==> config.mk <==
export PLATFORM = sky130hd
export DESIGN_NAME = instr_fetch_unit_flat
export DESIGN_NICKNAME = d
export VERILOG_FILES = /design/src/rtl/instr_fetch_unit_if.sv /design/src/rtl/instr_fetch_unit.sv /design/src/flat_wrapper.sv
export SDC_FILE = /design/constraint.sdc
export NUM_CORES = 1
export LEC_CHECK = 0
export ABC_AREA = 1
export CORE_MARGIN = 2
export CORE_UTILIZATION = 35
export DETAILED_ROUTE_END_ITERATION = 6
export PLACE_DENSITY = 0.58
export SKIP_LAST_GASP = 1
export SLEW_MARGIN = 20
export SYNTH_ARGS = -nofsm -noshare
export SYNTH_HDL_FRONTEND = slang
export SYNTH_SLANG_ARGS = --single-unit
==> constraint.sdc <==
create_clock -name clk -period 3.7 [get_ports clk]
set_clock_uncertainty 0.1 [all_clocks]
set_input_delay 0.555 -clock clk [delete_from_list [all_inputs] [get_ports clk]]
set_output_delay 0.555 -clock clk [all_outputs]
set_load 0.03 [all_outputs]
==> src/rtl/instr_fetch_unit_if.sv <==
// Fetch-stage bundle: instruction-memory request channel, redirect input and
// the {pc, instr} channel toward decode, plus the fetch FSM state for checkers.
interface instr_fetch_unit_if #(
   parameter int PC_WIDTH = 16
);
   logic                imem_req;
   logic [PC_WIDTH-1:0] imem_addr;
   logic                imem_ack;
   logic [15:0]         imem_rdata;
   logic                redirect;
   logic [PC_WIDTH-1:0] redirect_pc;
   logic                if_valid;
   logic                if_ready;
   logic [15:0]         if_instr;
   logic [3:0]          if_op_code;
   logic [PC_WIDTH-1:0] if_pc;
   logic [1:0]          fsm_state;

   modport master (
      output imem_req, imem_addr,
      input  imem_ack, imem_rdata,
      input  redirect, redirect_pc,
      output if_valid, if_instr, if_op_code, if_pc,
      input  if_ready,
      output fsm_state
   );

   modport slave (
      input  imem_req, imem_addr,
      output imem_ack, imem_rdata,
      output redirect, redirect_pc,
      input  if_valid, if_instr, if_op_code, if_pc,
      output if_ready,
      input  fsm_state
   );
endinterface

==> src/rtl/instr_fetch_unit.sv <==
// Instruction fetch stage: owns the PC, issues single outstanding imem reads
// and buffers returned words in a shift-style prefetch FIFO for decode.
module instr_fetch_unit #(
   parameter int                  PC_WIDTH   = 16,
   parameter int                  FIFO_DEPTH = 2,
   parameter logic [PC_WIDTH-1:0] RESET_PC   = '0
) (
   input logic               clk,
   input logic               rst,
   instr_fetch_unit_if.master bus
);
   // Handshakes: imem_req stays high with a stable imem_addr until imem_ack;
   // decode takes the head when if_valid && if_ready in the same cycle.
   typedef enum logic [1:0] {
      S_IDLE    = 2'd0,
      S_WAIT    = 2'd1,
      S_DISCARD = 2'd2
   } state_t;

   localparam int CW = $clog2(FIFO_DEPTH + 1);

   state_t              state, state_next;
   logic [PC_WIDTH-1:0] fetch_pc, fetch_pc_next;
   logic [PC_WIDTH-1:0] addr_q, addr_next;
   logic                req_q;
   logic [CW-1:0]       count, count_next, wr_idx;
   logic [PC_WIDTH-1:0] fifo_pc    [FIFO_DEPTH];
   logic [15:0]         fifo_instr [FIFO_DEPTH];
   logic                valid_q;
   logic                push, pop, flush, space;

   always_comb begin
      flush = bus.redirect;
      push  = (state == S_WAIT) && bus.imem_ack && !bus.redirect;
      pop   = valid_q && bus.if_ready;
      count_next = count;
      if (flush)
         count_next = '0;
      else if (push && !pop)
         count_next = count + CW'(1);
      else if (pop && !push)
         count_next = count - CW'(1);
      // Entry 0 is always the head, so a pop shifts before the push lands.
      wr_idx = pop ? count - CW'(1) : count;
      space  = count_next < CW'(FIFO_DEPTH);
   end

   always_comb begin
      state_next    = state;
      fetch_pc_next = fetch_pc;
      addr_next     = addr_q;
      unique case (state)
         S_IDLE: begin
            if (bus.redirect) begin
               fetch_pc_next = bus.redirect_pc;
               addr_next     = bus.redirect_pc;
               state_next    = S_WAIT;
            end else if (space) begin
               addr_next  = fetch_pc;
               state_next = S_WAIT;
            end
         end
         S_WAIT: begin
            if (bus.redirect) begin
               fetch_pc_next = bus.redirect_pc;
               if (bus.imem_ack)
                  addr_next = bus.redirect_pc;
               else
                  state_next = S_DISCARD;
            end else if (bus.imem_ack) begin
               fetch_pc_next = fetch_pc + PC_WIDTH'(2);
               addr_next     = fetch_pc + PC_WIDTH'(2);
               if (!space)
                  state_next = S_IDLE;
            end
         end
         S_DISCARD: begin
            // The stale request must still complete before a new one goes out.
            if (bus.redirect) begin
               fetch_pc_next = bus.redirect_pc;
               if (bus.imem_ack) begin
                  addr_next  = bus.redirect_pc;
                  state_next = S_WAIT;
               end
            end else if (bus.imem_ack) begin
               addr_next  = fetch_pc;
               state_next = S_WAIT;
            end
         end
         default: state_next = S_IDLE;
      endcase
   end

   always_ff @(posedge clk or posedge rst) begin
      if (rst) begin
         state    <= S_IDLE;
         fetch_pc <= RESET_PC;
         addr_q   <= RESET_PC;
         req_q    <= 1'b0;
      end else begin
         state    <= state_next;
         fetch_pc <= fetch_pc_next;
         addr_q   <= addr_next;
         req_q    <= (state_next != S_IDLE);
      end
   end

   always_ff @(posedge clk or posedge rst) begin
      if (rst) begin
         count   <= '0;
         valid_q <= 1'b0;
         for (int i = 0; i < FIFO_DEPTH; i++) begin
            fifo_pc[i]    <= '0;
            fifo_instr[i] <= '0;
         end
      end else begin
         count   <= count_next;
         valid_q <= (count_next != '0);
         if (!flush) begin
            if (pop) begin
               for (int i = 0; i < FIFO_DEPTH - 1; i++) begin
                  fifo_pc[i]    <= fifo_pc[i+1];
                  fifo_instr[i] <= fifo_instr[i+1];
               end
            end
            if (push) begin
               for (int i = 0; i < FIFO_DEPTH; i++) begin
                  if (wr_idx == CW'(i)) begin
                     fifo_pc[i]    <= addr_q;
                     fifo_instr[i] <= bus.imem_rdata;
                  end
               end
            end
         end
      end
   end

   assign bus.imem_req   = req_q;
   assign bus.imem_addr  = addr_q;
   assign bus.if_valid   = valid_q;
   assign bus.if_pc      = fifo_pc[0];
   assign bus.if_instr   = fifo_instr[0];
   assign bus.if_op_code = fifo_instr[0][15:12];
   assign bus.fsm_state  = state;
endmodule
==> src/flat_wrapper.sv <==
// flat-port wrapper written by rule: the top's interface ports become plain ports
module instr_fetch_unit_flat 
#(
   parameter int                  PC_WIDTH   = 16,
   parameter int                  FIFO_DEPTH = 2,
   parameter logic [PC_WIDTH-1:0] RESET_PC   = '0
)
  (clk, rst, bus_imem_req, bus_imem_addr, bus_imem_ack, bus_imem_rdata, bus_redirect, bus_redirect_pc, bus_if_valid, bus_if_instr, bus_if_op_code, bus_if_pc, bus_if_ready, bus_fsm_state);
  instr_fetch_unit_if #(.PC_WIDTH(PC_WIDTH)) bus_i ();
  input logic clk;
  input logic rst;
  output wire logic [$bits(bus_i.imem_req)-1:0] bus_imem_req;
  output wire logic [$bits(bus_i.imem_addr)-1:0] bus_imem_addr;
  input wire logic [$bits(bus_i.imem_ack)-1:0] bus_imem_ack;
  input wire logic [$bits(bus_i.imem_rdata)-1:0] bus_imem_rdata;
  input wire logic [$bits(bus_i.redirect)-1:0] bus_redirect;
  input wire logic [$bits(bus_i.redirect_pc)-1:0] bus_redirect_pc;
  output wire logic [$bits(bus_i.if_valid)-1:0] bus_if_valid;
  output wire logic [$bits(bus_i.if_instr)-1:0] bus_if_instr;
  output wire logic [$bits(bus_i.if_op_code)-1:0] bus_if_op_code;
  output wire logic [$bits(bus_i.if_pc)-1:0] bus_if_pc;
  input wire logic [$bits(bus_i.if_ready)-1:0] bus_if_ready;
  output wire logic [$bits(bus_i.fsm_state)-1:0] bus_fsm_state;
  assign bus_imem_req = bus_i.imem_req;
  assign bus_imem_addr = bus_i.imem_addr;
  assign bus_i.imem_ack = bus_imem_ack;
  assign bus_i.imem_rdata = bus_imem_rdata;
  assign bus_i.redirect = bus_redirect;
  assign bus_i.redirect_pc = bus_redirect_pc;
  assign bus_if_valid = bus_i.if_valid;
  assign bus_if_instr = bus_i.if_instr;
  assign bus_if_op_code = bus_i.if_op_code;
  assign bus_if_pc = bus_i.if_pc;
  assign bus_i.if_ready = bus_if_ready;
  assign bus_fsm_state = bus_i.fsm_state;
  instr_fetch_unit #(.PC_WIDTH(PC_WIDTH), .FIFO_DEPTH(FIFO_DEPTH), .RESET_PC(RESET_PC)) u_core (.clk(clk), .rst(rst), .bus(bus_i));
endmodule
==> flow_summary.ini, run 1 <==
[worst_hold_path]
worstHoldPathCells = 2
hold_class = register to register

[sta]
slew_viol_final = 0
setup-tns-final_ns = 0
setup-violations-final = 0
fmax_mhz = 361
slew_headroom_pct = 51.2
fin_crit_ns = 2.77
finalCritPeriodShare_pct = 74.8
worst_pin_slew_ns = 0.731
hold_viol = 0
rsz0062_at_grt = no
holdWs_ns = 0.386

[cells_and_area]
diodes = 0
fill_cells = 1705
seq_area_um2 = 2550
multi_input_area_um2 = 2670
layout_common_cells = 168 x nand2_1, 102 x dfrtp_1, 92 x clkdlybuf4s50_1
syn2layout_area_growth_pct = 18.3
drive_above_1_share_pct = 6.91
num-nets-final = 849
final_common_cell = nand2_1
fin_util_pct = 42.7

[drt]
num_vias = 5235
wirelength_um = 15900
drtIter0Drc = 349
remaining_drc_errors = 0
ant_nets = 0
dr.pass1.iters = 5
wl_per_cell_um = 15.4
post_drt_via_cell_ratio = 5.08

[setup_path]
path_buf_inv = 3
cp.depth = 9
cp-start-kind = register
slowest_stage = a21oi_2
crit_path_max_incr_delay_ns = 0.55
cpMostUsedCell = inv_2
cp_data_arrival_time_ns = 2.90
cp-end-kind = register
ff2ff_path_depth = 9
crit_required_ns = 3.83
path_delay_family = compound AO/OA/AOI/OAI gates
path_class = register to register
cp_cell_sequence = inv_1 > ha_1 > inv_2 > o21ai_2 > nor2_1 > a21oi_2 > inv_2 > o21ai_0 > o22ai_1
cp_max_fo = 16

[synth]
synth_flop_cell = dfrtp_1
synthArstFlopShare_pct = 100
synth-seq-cells = 102
yosysUniqueCellTypes = 40
syn-num-nets = 811
seq_area_frac_synth_pct = 42.4
netlist_area_um2 = 6020
synth-edff-count = 0
syn_avg_cell_area_um2 = 7.84
ys_warn_count = 0
postSynthCellCount = 768

[floorplan]
die_w_um = 135
core_area_um2 = 16700
initial_core_util_pct = 36.1
die_y_um = 135
num_io_pins = 93
row_count = 47
die_area_um2 = 18300

[place]
io_buffers = 92
dpl.hpwl_um = 11500
gp_congestion = 0.894

[clock_network]
hold_buffers = 0
numClockSinks = 102
cts_setup_buffers = 0
cts_tree = yes
root_buffer = clkbuf_16
insertion_delay_ns = 0.35
cts_buffer_depth = 2
htreeDepth = 3
cts_resized = 0
path_clk_slew_ns = 0.07
numCtsBuffers = 9

[global_routing]
grt_pass1_vias = 4885
grt_use_total_pct = 18.1
grt_max_degree = 60
grt-ovfl-total = 0
antenna_found_initial = 0
grt_pass1_wl_um = 25900

[pwr]
power_mw = 6.77
ir_drop_mv = 0.399
pwr_density_cell_nw_per_um2 = 950
cellLeakagePower_nw = 3.24

[run_status]
outcome = completed

[run]
drv_cap = 0
-- cells by family after synthesis --
group | after synthesis | share of synthesized area [%]
simple gates | 289 | 21.3
compound gates | 213 | 21.6
buf+inv | 157 | 13.3
flops | 102 | 42.4
fa+ha+maj | 6 | 1.25
xor+xnor | 1 | 0.145
-- state kept, by name, indices dropped and copies added (netlist names) --
name / cells
u_core.bus.fsm_state: 2
u_core.bus.if_instr: 16
u_core.bus.if_pc: 16
u_core.bus.if_valid: 1
u_core.bus.imem_addr: 16
u_core.bus.imem_req: 1
u_core.count: 2
u_core.fetch_pc: 16
u_core.fifo_instr: 16
u_core.fifo_pc: 16
-- path summary, 6_finish.rpt --
kind / from / end / slack (ns)
max: u_core.bus.fsm_state[1]$_DFF_PP0_ / u_core.fetch_pc[15]$_DFFE_PP0P_ / 0.93
min: u_core.fifo_pc[7]$_DFFE_PP0P_ / u_core.fifo_pc[7]$_DFFE_PP0P_ / 0.39
max reg2reg: u_core.bus.fsm_state[1]$_DFF_PP0_ / u_core.fetch_pc[15]$_DFFE_PP0P_ / 0.93
min reg2reg: u_core.fifo_pc[7]$_DFFE_PP0P_ / u_core.fifo_pc[7]$_DFFE_PP0P_ / 0.39
max in group asynchronous: rst / u_core.fetch_pc[15]$_DFFE_PP0P_ / 2.28
min in group asynchronous: rst / u_core.bus.if_instr[14]$_DFFE_PP0N_ / 0.51
-- tightest hold or removal path, delay by kind of cell, from the launching register on --
kind,cells,cell delay [ns]
simple gates,1,0.05
compound gates,1,0.06
flops,1,0.34
-- through the flow --
| step | setup WS [ns] | cells | instance area [um^2] |
|---|---|---|---|
| floorplan | 0.370 | 768 | 6020 |
| global placement | 0.687 | 1015 | 6830 |
| detailed placement | 0.694 | 1015 | 6830 |
| CTS | 0.901 | 1031 | 7130 |
| global route | 0.616 | 1031 | 7130 |
| finish | 0.931 | 1031 | 7130 |
-- cell usage after synthesis, types with 3 or more instances --
cell type,number,share of area [%]
buf_4,40,5.0
nand3_2,3,0.50
a21oi_1,26,2.2
dfrtp_1,102,42
o21ai_1,42,3.5
nand4_1,9,0.94
clkbuf_1,18,1.1
o21ai_0,49,4.1
nand2_1,168,10
inv_2,6,0.37
buf_2,12,1.0
inv_1,72,4.5
o211ai_1,42,5.2
a22oi_1,5,0.62
nand3_1,53,4.4
nor2_1,38,2.4
nor2_2,3,0.31
buf_6,6,1.1
nor3_1,4,0.33
o22ai_1,7,0.73
o21a_1,30,3.7
a31oi_1,6,0.62
ha_1,6,1.2
-- cell type report --
type | instances | share of cell area, %
Clock buffer | 12 | 3.74
Clock inverter | 4 | 0.474
Inverter | 79 | 4.23
Multi-Input combinational cell | 509 | 37.4
Sequential cell | 102 | 35.8
Tap cell | 220 | 3.86
Timing Repair Buffer | 105 | 14.5
-- per-layer routing --
layer | vias to the layer above | routed length (um) | track usage, %
met5 | - | 0 | 0
met4 | 0 | 328 | 6.02
met3 | 20 | 973 | 3.29
met2 | 171 | 7170 | 27.9
met1 | 2415 | 7460 | 25.6
li1 | 2629 | - | -
-- power by group --
part	internal (mW)	leakage (nW)	total [mW]	switching, mW
logic	1.42	1.85	3.71	2.28
registers	1.67	1.25	2.11	0.442
clock network	0.521	0.151	0.956	0.436
Power figures use the tool's default switching activity.
==> run 2: changes to the inputs <==
==> constraint.sdc (replaced) <==
create_clock -name clk -period 2.6 [get_ports clk]
set_clock_uncertainty 0.1 [all_clocks]
set_input_delay 0.39 -clock clk [delete_from_list [all_inputs] [get_ports clk]]
set_output_delay 0.39 -clock clk [all_outputs]
set_load 0.03 [all_outputs]
==> flow_summary.ini, run 2 (synthesis gave the netlist of run 1 again) <==
[setup_path]
cp_max_fo = 24
cp-start-kind = register
path_class = register to register
cp_data_arrival_time_ns = 2.43
cp-end-kind = register
crit_required_ns = 2.77

[place]
io_buffers = 92
dpl.hpwl_um = 11300
dp.cells = 1024
gp_congestion = 0.911

[global_routing]
grt_use_met3_pct = 3.63
grt_pass1_wl_um = 26300
grt_max_degree = 103
top_usage_layer = met2
use_met1_pct = 25.9
grt_pass1_vias = 4882
grt_use_met2_pct = 29.3
grt_use_total_pct = 18.3
antenna_found_initial = 0
grt-ovfl-total = 0

[clock_network]
numClockSinks = 102
insertion_delay_ns = 0.36
numCtsBuffers = 9
cts_tree = yes
path_clk_slew_ns = 0.07
cts_resized = 0
root_buffer = clkbuf_16
cts_setup_buffers = 0
hold_buffers = 0
cts_buffer_depth = 2
htreeDepth = 3

[floorplan]
die_w_um = 135
row_count = 47
die_y_um = 135
core_area_um2 = 16700
num_io_pins = 93
die_area_um2 = 18300
initial_core_util_pct = 36.1

[run]
drv_cap = 0

[drt]
wirelength_um = 16000
remaining_drc_errors = 0
ant_nets = 0
num_vias = 5212
dr.pass1.iters = 5
drtIter0Drc = 512
wl_per_cell_um = 15.4
post_drt_via_cell_ratio = 5.01

[run_status]
outcome = completed

[pwr]
ir_drop_mv = 0.490
pwr_density_cell_nw_per_um2 = 1350
cellLeakagePower_nw = 3.29
power_mw = 9.81

[sta]
finalCritPeriodShare_pct = 86.8
slew_headroom_pct = 62.8
setup-violations-final = 0
fin_crit_ns = 2.26
slew_viol_final = 0
worst_pin_slew_ns = 0.559
rsz0062_at_grt = no
hold_viol = 0
fmax_mhz = 443
setup-tns-final_ns = 0

[cells_and_area]
fill_cells = 1738
layout.cells.non_filler = 1040
seq_area_um2 = 2550
diodes = 0
final_common_cell = nand2_1
fin_util_pct = 43.4
drive_above_1_share_pct = 7.93
num-nets-final = 858
syn2layout_area_growth_pct = 20.4
layout_common_cells = 168 x nand2_1, 102 x dfrtp_1, 92 x clkdlybuf4s50_1
multi_input_area_um2 = 2670

[worst_hold_path]
hold_class = register to register
run 2: worst max-delay path: stages, from the launching register on:
cell and delay, ns:
dfrtp_1 0.44, inv_1 0.13, ha_1 0.38, nand2_4 0.11
nor2_8 0.15, nand3_2 0.14, nand4_2 0.15, nand2_4 0.12
inv_4 0.23, nand3_1 0.12, o21ai_1 0.11
run 2: worst paths after layout:
check	from	endpoint	slack, ns	cells after the start
max	u_core.bus.fsm_state[1]$_DFF_PP0_	u_core.bus.imem_addr[13]$_DFFE_PP0P_	0.34	10
min	u_core.fifo_pc[9]$_DFFE_PP0P_	u_core.fifo_pc[9]$_DFFE_PP0P_	0.39	2
max reg2reg	u_core.bus.fsm_state[1]$_DFF_PP0_	u_core.bus.imem_addr[13]$_DFFE_PP0P_	0.34	10
min reg2reg	u_core.fifo_pc[9]$_DFFE_PP0P_	u_core.fifo_pc[9]$_DFFE_PP0P_	0.39	2
max in group asynchronous	rst	u_core.fetch_pc[14]$_DFFE_PP0P_	1.54	3
min in group asynchronous	rst	u_core.fifo_instr[12]$_DFFE_PP0P_	0.43	3
run 2: through the flow:
stage	hold WS, ns	cell area, um^2	setup WS (ns)
floorplan	0.354	6020	0.399
global placement	0.367	6960	0.339
detailed placement	0.373	6960	0.312
CTS	0.391	7250	0.340
global route	0.411	7250	0.187
finish	0.385	7250	0.344
run 2: metal layers:
metal	share of wire (%)	vias to the layer above
met5	0	-
met4	0.88	0
met1	49	2405
met3	5.5	12
met2	45	154
li1	-	2641
run 2: layout make-up:
| type | count | area share, % |
|---|---|---|
| well taps | 220 | 3.80 |
| flip-flops and latches | 102 | 35.2 |
| clock buffers | 11 | 3.49 |
| repair buffers | 114 | 16.0 |
| multi-input cells | 509 | 36.8 |
| inverters | 79 | 4.18 |
| clock inverters | 5 | 0.535 |
run 2: report_power, final:
group	internal, mW	switching (mW)	leakage [nW]
registers	2.37	0.609	1.25
clock network	0.709	0.628	0.143
logic	2.16	3.33	1.91
==> run 3: changes to the inputs <==
--- a/config.mk
+++ b/config.mk
@@ -9,7 +9,7 @@
 export CORE_MARGIN = 2
 export CORE_UTILIZATION = 35
 export DETAILED_ROUTE_END_ITERATION = 6
-export PLACE_DENSITY = 0.58
+export PLACE_DENSITY = 0.65
 export SKIP_LAST_GASP = 1
 export SLEW_MARGIN = 20
 export SYNTH_ARGS = -nofsm -noshare
==> flow_summary.ini, run 3 (synthesis gave the netlist of run 1 again) <==
[global_routing]
antenna_found_initial = 0
grt_pass1_vias = 5022
grt_max_degree = 79
grt-ovfl-total = 0
grt_pass1_wl_um = 26200
grt_use_total_pct = 18.1

[place]
dp.cells = 1026
gp_congestion = 0.913
io_buffers = 92
dpl.hpwl_um = 11400

[sta]
setup-violations-final = 0
setup-tns-final_ns = 0
worst_pin_slew_ns = 0.609
finalCritPeriodShare_pct = 87.4
rsz0062_at_grt = no
fmax_mhz = 440
fin_crit_ns = 2.27
slew_headroom_pct = 59.4
slew_viol_final = 0
hold_viol = 0

[floorplan]
row_count = 47
die_area_um2 = 18300
die_w_um = 135
initial_core_util_pct = 36.1
die_y_um = 135
core_area_um2 = 16700
num_io_pins = 93

[cells_and_area]
final_common_cell = nand2_1
num-nets-final = 860
drive_above_1_share_pct = 8.15
seq_area_um2 = 2550
diodes = 0
fill_cells = 1691
layout_common_cells = 168 x nand2_1, 102 x dfrtp_1, 92 x clkdlybuf4s50_1
syn2layout_area_growth_pct = 20.6
multi_input_area_um2 = 2670
layout.cells.non_filler = 1042

[pwr]
internal-power_mw = 5.35
cellLeakagePower_nw = 3.31
power_frac_comb_pct = 55.3
ir_drop_mv = 0.527
pwr-share-seq_pct = 30.2
p_sw_share_pct = 46.0
power_mw = 9.91
p_switching_mw = 4.55
pwr_density_cell_nw_per_um2 = 1360
clkPwrFrac_pct = 14.6

[run]
drv_cap = 0

[setup_path]
cp_data_arrival_time_ns = 2.45
crit_required_ns = 2.78
cpMostUsedCell = nand2_4
ff2ff_path_depth = 10
cp_cell_sequence = inv_1 > ha_1 > nand2_4 > nor2_8 > nand3_2 > nand4_2 > nand2_4 > inv_4 > nand3_1 > o21ai_1
slowest_stage = dfrtp_1
cp-start-kind = register
path_class = register to register
cp_max_fo = 24
crit_path_max_incr_delay_ns = 0.44
cp-end-kind = register

[drt]
dr.pass1.iters = 5
route.met2.wl_um = 7220
wl_met3_um = 1250
met1Wirelength_um = 7250
post_drt_via_cell_ratio = 5.14
remaining_drc_errors = 0
wl_per_cell_um = 15.3
topRoutingLayerUsed = met4
ant_nets = 0
wirelength_um = 15900
num_vias = 5360
drtIter0Drc = 371

[clock_network]
hold_buffers = 0
cts_setup_buffers = 0
cts_buffer_depth = 2
htreeDepth = 3
cts_tree = yes
root_buffer = clkbuf_16
cts_resized = 0
numCtsBuffers = 9
path_clk_slew_ns = 0.08
insertion_delay_ns = 0.35
numClockSinks = 102

[worst_hold_path]
hold_class = input pin to asynchronous set/reset pin

[run_status]
outcome = completed
==> run 3: cell count changes in the layout (fill, tap and decap cells not counted) <==
cell | previous run | this run
buf_12 | 6 | 4
buf_4 | 16 | 20
bufinv_16 | 0 | 1
clkinv_4 | 1 | 0
clkinvlp_4 | 2 | 1
inv_6 | 2 | 3
==> run 3: path summary, 6_finish.rpt <==
path	from	slack [ns]	endpoint
min in group clk	u_core.fifo_instr[9]$_DFFE_PP0P_	0.39	u_core.fifo_instr[9]$_DFFE_PP0P_
min reg2reg	u_core.fifo_instr[9]$_DFFE_PP0P_	0.39	u_core.fifo_instr[9]$_DFFE_PP0P_
max	u_core.bus.fsm_state[1]$_DFF_PP0_	0.33	u_core.bus.imem_addr[7]$_DFFE_PP0P_
max in group asynchronous	rst	1.46	u_core.fetch_pc[10]$_DFFE_PP0P_
min	rst	0.24	u_core.bus.if_instr[13]$_DFFE_PP0N_
max reg2reg	u_core.bus.fsm_state[1]$_DFF_PP0_	0.33	u_core.bus.imem_addr[7]$_DFFE_PP0P_
==> run 3: power by group through the flow <==
stage	registers [mW]	clock network, mW	logic, mW
floorplan	3.10	0	3.88
global placement	2.99	0	5.41
detailed placement	3.02	0	5.47
CTS	2.99	1.47	5.49
global route	3.09	1.55	6.07
finish	2.99	1.44	5.48
==> run 3: stage by stage <==
step	utilization [%]	hold WS [ns]	area [um^2]	worst slack (ns)
global route	43.5	0.250	7260	0.128
detailed placement	41.6	0.373	6950	0.289
finish	43.5	0.238	7260	0.327
floorplan	-	0.354	6020	0.399
CTS	43.5	0.241	7260	0.342
global placement	41.6	0.367	6950	0.315
==> run 3: cell type report <==
type	instances	share of cell area, %
multi-input cells	509	36.7
repair buffers	116	15.9
clock buffers	11	3.48
clock inverters	5	0.844
inverters	79	4.17
flip-flops and latches	102	35.2
well taps	220	3.79
==> run 3: metal layers <==
layer	GRT usage (%)	vias up
li1	-	2644
met1	25.0	2489
met2	28.6	211
met3	4.68	16
met4	4.51	0
met5	0	-
==> run 3: worst max-delay path, delay by kind of cell (launching register included) <==
family	cells	cell delay [ns]
fa+ha+maj	1	0.37
buf+inv	2	0.34
compound gates	1	0.11
flops	1	0.44
simple gates	6	0.81
